**config.mk**
```make
export PLATFORM = sky130hd
export DESIGN_NAME = fp_issue_scheduler
export DESIGN_NICKNAME = d
export VERILOG_FILES = /design/src/rtl/fp_issue_scheduler_pkg.sv /design/src/rtl/fp_issue_scheduler_rr_arbiter.sv /design/src/rtl/fp_issue_scheduler.sv
export SDC_FILE = /design/constraint.sdc
export NUM_CORES = 1
export LEC_CHECK = 0
export ABC_AREA = 0
export BUFFER_PORTS_ARGS = -buffer_cell sky130_fd_sc_hd__buf_4
export CORE_MARGIN = 1.5
export CORE_UTILIZATION = 62
export CTS_BUF_LIST = sky130_fd_sc_hd__clkbuf_2 sky130_fd_sc_hd__clkbuf_4 sky130_fd_sc_hd__clkbuf_8
export DETAILED_ROUTE_END_ITERATION = 8
export MAX_ROUTING_LAYER = met4
export PLACE_DENSITY = 0.85
export SLEW_MARGIN = 20
export SYNTH_ARGS = -nofsm -noshare
export SYNTH_HDL_FRONTEND = slang
export SYNTH_SLANG_ARGS = --single-unit
export TNS_END_PERCENT = 20
```
**constraint.sdc**
```tcl
create_clock -name clk -period 9.7 [get_ports clk]
set_input_delay 0.485 -clock clk [delete_from_list [all_inputs] [get_ports clk]]
set_output_delay 0.485 -clock clk [all_outputs]
set_load 0.005 [all_outputs]
```
**src/rtl/fp_issue_scheduler_pkg.sv**
```systemverilog
// Shared pipe-select encoding and default pipe latencies for the issue scheduler.
package fp_issue_scheduler_pkg;

    typedef enum logic [1:0] {
        PIPE_INT   = 2'd0,
        PIPE_MEM   = 2'd1,
        PIPE_FLOAT = 2'd2,
        PIPE_RSVD  = 2'd3
    } pipe_e;

    localparam int INT_LAT = 1;
    localparam int MEM_LAT = 4;
    localparam int FP_LAT  = 5;

endpackage

```
**src/rtl/fp_issue_scheduler_rr_arbiter.sv**
```systemverilog
// Round-robin arbiter: the search starts just after the last granted index.
module rr_arbiter #(
    parameter int N = 4
) (
    input  logic                 clk,
    input  logic                 reset,
    input  logic [N-1:0]         req,
    input  logic                 update_lru,
    output logic [N-1:0]         gnt,
    output logic [$clog2(N)-1:0] gnt_idx
);

    localparam int IW = $clog2(N);

    logic [IW-1:0] last;
    logic [IW-1:0] idx;
    logic          found;

    // N is a power of two, so IW-bit addition wraps modulo N for free
    always_comb begin
        gnt     = '0;
        gnt_idx = '0;
        found   = 1'b0;
        idx     = '0;
        for (int i = 1; i <= N; i++) begin
            idx = last + IW'(i);
            if (!found && req[idx]) begin
                found    = 1'b1;
                gnt[idx] = 1'b1;
                gnt_idx  = idx;
            end
        end
    end

    always_ff @(posedge clk) begin
        if (reset)
            last <= IW'(N - 1);
        else if (update_lru && found)
            last <= gnt_idx;
    end

endmodule

```
**src/rtl/fp_issue_scheduler.sv**
```systemverilog
// Single-issue scheduler with a shared writeback-slot reservation vector.
// Optional FP_ISSUE_PERF_EN adds conflict-pulse and saturating issue counters.
module fp_issue_scheduler
    import fp_issue_scheduler_pkg::*;
#(
    parameter int NUM_THREADS = 4,
    parameter int INT_LATENCY = INT_LAT,
    parameter int MEM_LATENCY = MEM_LAT,
    parameter int FP_LATENCY  = FP_LAT
) (
    input  logic                           clk,
    input  logic                           reset,
    input  logic [NUM_THREADS-1:0]         req_valid,
    input  logic [NUM_THREADS-1:0][1:0]    req_pipe,
    input  logic                           issue_stall,
    output logic [NUM_THREADS-1:0]         grant_oh,
    output logic                           grant_valid,
    output logic [$clog2(NUM_THREADS)-1:0] grant_idx,
    output logic [1:0]                     grant_pipe,
    output logic [FP_LATENCY:0]            wb_busy
`ifdef FP_ISSUE_PERF_EN
    ,
    output logic                           perf_wb_conflict,
    output logic [31:0]                    perf_issue_count
`endif
);

    localparam int WBW = FP_LATENCY + 1;
    localparam int LW  = $clog2(WBW);

    function automatic logic [LW-1:0] lat_of(input logic [1:0] p);
        case (p)
            PIPE_INT:   lat_of = LW'(INT_LATENCY);
            PIPE_MEM:   lat_of = LW'(MEM_LATENCY);
            PIPE_FLOAT: lat_of = LW'(FP_LATENCY);
            default:    lat_of = '0;
        endcase
    endfunction

    logic [NUM_THREADS-1:0] live, slot_free, elig;
    logic [LW-1:0]          g_lat;
    logic [WBW-1:0]         wb_inc;

    for (genvar t = 0; t < NUM_THREADS; t++) begin : g_thr
        assign live[t]      = req_valid[t] && (req_pipe[t] != PIPE_RSVD);
        assign slot_free[t] = !wb_busy[lat_of(req_pipe[t])];
        assign elig[t]      = live[t] && slot_free[t] && !issue_stall;
    end

    rr_arbiter #(.N(NUM_THREADS)) u_arb (
        .clk        (clk),
        .reset      (reset),
        .req        (elig),
        .update_lru (grant_valid),
        .gnt        (grant_oh),
        .gnt_idx    (grant_idx)
    );

    assign grant_valid = |grant_oh;
    assign grant_pipe  = grant_valid ? req_pipe[grant_idx] : 2'd0;
    assign g_lat       = lat_of(grant_pipe);
    // a grant at latency L lands in slot L-1 after this cycle's shift
    assign wb_inc      = grant_valid ? (WBW'(1) << (g_lat - LW'(1))) : '0;

    always_ff @(posedge clk) begin
        if (reset)
            wb_busy <= '0;
        else
            wb_busy <= (wb_busy >> 1) | wb_inc;
    end

`ifdef FP_ISSUE_PERF_EN
    always_ff @(posedge clk) begin
        if (reset) begin
            perf_wb_conflict <= 1'b0;
            perf_issue_count <= '0;
        end else begin
            perf_wb_conflict <= |(live & ~slot_free) && !issue_stall;
            if (grant_valid && perf_issue_count != 32'hFFFF_FFFF)
                perf_issue_count <= perf_issue_count + 32'd1;
        end
    end
`endif

    always @(posedge clk) begin
        assert (FP_LATENCY >= MEM_LATENCY && FP_LATENCY >= INT_LATENCY);
        if (!reset) begin
            assert ($onehot0(grant_oh));
            assert (!grant_valid || !wb_busy[g_lat]);
        end
    end

endmodule

```
==> run metrics <==
drt pass-1 iters 5; synthesized area per cell approximately 7.9 um2; CTS resizes 0; Crit Path Category reg -> out; Synthesized Nets between 200 and 250; CTS Hold Buffers Added 0; status completed; Clock Skews roughly 0.00043 ns; commonest non-fill, non-tap cell in the layout buf_4; Warnings, synthesis 0; gr usage total 37.9%; setup bufs post-CTS 0; initial drt markers ~130; dominant cell type by area after synthesis ha_1; CP required 9.22 ns; Synth area leaders ha_1, dfxtp_1, nand2_1, nor2_1, inv_1; die area roughly 2800 um2; initial antenna violation count 0; GRT overflow 0; crit path DAT about 4.3 ns; number of remaining DRC errors 0; top_reg_cell synth dfxtp_1; WL final 4.70 mm; design area 1800 um2; Synth Cell Area 1540 um2; first-pass GRT wire length between 7 and 8 mm; area of the core around 2300 um2; CTS buffer count 3; initial core utilization 67.8%; Clock transition at path regs approximately 0.050 ns; ANT nets after route 0; FILL cells approximately 150; Distinct cells, synth 60; Layout Nets 260; Critical Path Sink Type output pin; most frequent cells in the layout buf_4, ha_1, nand2_1; global placement routability congestion approximately 0.93; largest net degree at the start of global routing 19; maximum clock frequency 0.209 GHz; type of origin of the critical path flop; RSZ-0062 raised after global routing no; # diodes 0; Final min period around 4.8 ns; CTS root buffer clkbuf_4; Post-synth EDFFs 0; max_cap viols 0; Die Wd about 53 um; P&R area growth vs syn 16.5%; Worst Hold Class reg -> reg; WL/cell roughly 19 um; crit-path max FO 18; Die Y around 53 um; period utilisation layout about half; I/O pins 30; H-tree Lvls 1; TritonCTS clock tree yes; Async SR Flop Fraction 0%; peak supply drop about 0.00030 V; number of global-route vias before repair approximately 1600; post-synthesis cell count 196; CTS Buffer Depth 2; register area share after synthesis 9.08%; Least-Margin Pin Slew around 0.6 ns; slew margin rel. slightly below 60%; Setup violations, final 0; hold slack 0.463 ns; Clk Latency, worst-skew pair between 0.2 and 0.25 ns; pwr dens 261 nW/um2; Setup TNS Final 0 ns; Placed Instance Area 1770 um2; Core Rows 17; clock sink count 7; power consumption around 470 uW; Via density between 7 and 8; fraction of layout cells with a size suffix above 1 between 20% and 30%; leak pwr about 0.00077 uW; # port buffers 28; DR vias roughly 1800; max-slew violations 0; Final Hold Fails 0; DP HPWL about 3.8 mm; area share of the largest cell type after synthesis 16.2%; #FFs+latches synth 7
==> stage by stage <==
step / std cells / utilization, % / setup WS (ns)
2_1_floorplan: 196 / - / 6.16
3_3_place_gp: 248 / 77.7 / 5.55
3_5_place_dp: 248 / 77.7 / 5.32
4_1_cts: 252 / 79.0 / 5.06
5_1_grt: 252 / 79.0 / 4.63
6_report: 252 / 79.0 / 4.91
==> routing by layer <==
layer | GRT usage [%] | vias up | part of all wire [%]
li1 | - | 831 | -
met1 | 45.7 | 827 | 39
met2 | 66.3 | 115 | 47
met3 | 3.11 | 18 | 9.6
met4 | 12.8 | 0 | 3.7
met5 | - | - | 0
==> where the power goes <==
group          total (uW)  leakage (uW)  internal, uW  switching [uW]
registers            60.8     0.0000574          37.9            22.9
clock network        28.3     0.0000184          18.4            9.87
logic                 379      0.000698           162             218
total                 468      0.000774           218             250
==> final cells by class <==
type | instances | area (um2) | area share, %
timing repair buffer | 28 | 210 | 11.7
tap | 28 | 35.0 | 1.95
inverter | 14 | 52.6 | 2.92
multi-input combinational | 171 | 1330 | 74.0
sequential | 7 | 140 | 7.79
clock buffer | 4 | 30.0 | 1.67
==> critical path: stages, from the launching register on <==
cell and delay, ns:
dfxtp_1 0.70, inv_1 0.44, ha_1 0.56, inv_2 0.11
o2111ai_1 0.12, o22ai_1 0.18, a211o_1 0.41, a2111oi_0 0.52
o2bb2ai_1 0.27, nor4_4 0.38, inv_2 0.09, and2_1 0.15
buf_4 0.13
==> sequential cells by signal, summed over array words and instances, names as in the netlist <==
signal and flops:
wb_busy 5, u_arb.last 2
==> worst paths after layout <==
| path | start | to | slack (ns) | cells after the start |
|---|---|---|---|---|
| setup / recovery | u_arb.last[0] | grant_pipe[0] | 4.91 | 12 |
| hold / removal | wb_busy[2] | wb_busy[1] | 0.46 | 1 |
| setup reg to reg | u_arb.last[0] | wb_busy[0] | 5.61 | 10 |
| hold reg to reg | wb_busy[2] | wb_busy[1] | 0.46 | 1 |
==> synthesized netlist by cell type (all sizes together) (5+ instances only) <==
master and n:
nor4 8, a21oi 10, o21ai 7, inv 14, a2111oi 6, dfxtp 7
nor2 16, o211ai 5, o22ai 6, o2bb2ai 5, nand2b 7, nand2 18
ha 20
==> logic make-up after synthesis <==
kind of cell               after synthesis  synth area share [%]
AOI/OAI and AO/OA                       69                  36.9
muxes                                    3                  1.95
other                                    1                 0.243
DFF                                      7                  9.08
adders and majority gates               20                  16.2
and+or+nand+nor                         78                  30.9
buffers and inverters                   18                  4.70
No activity file was read; power rests on OpenSTA's default activity.
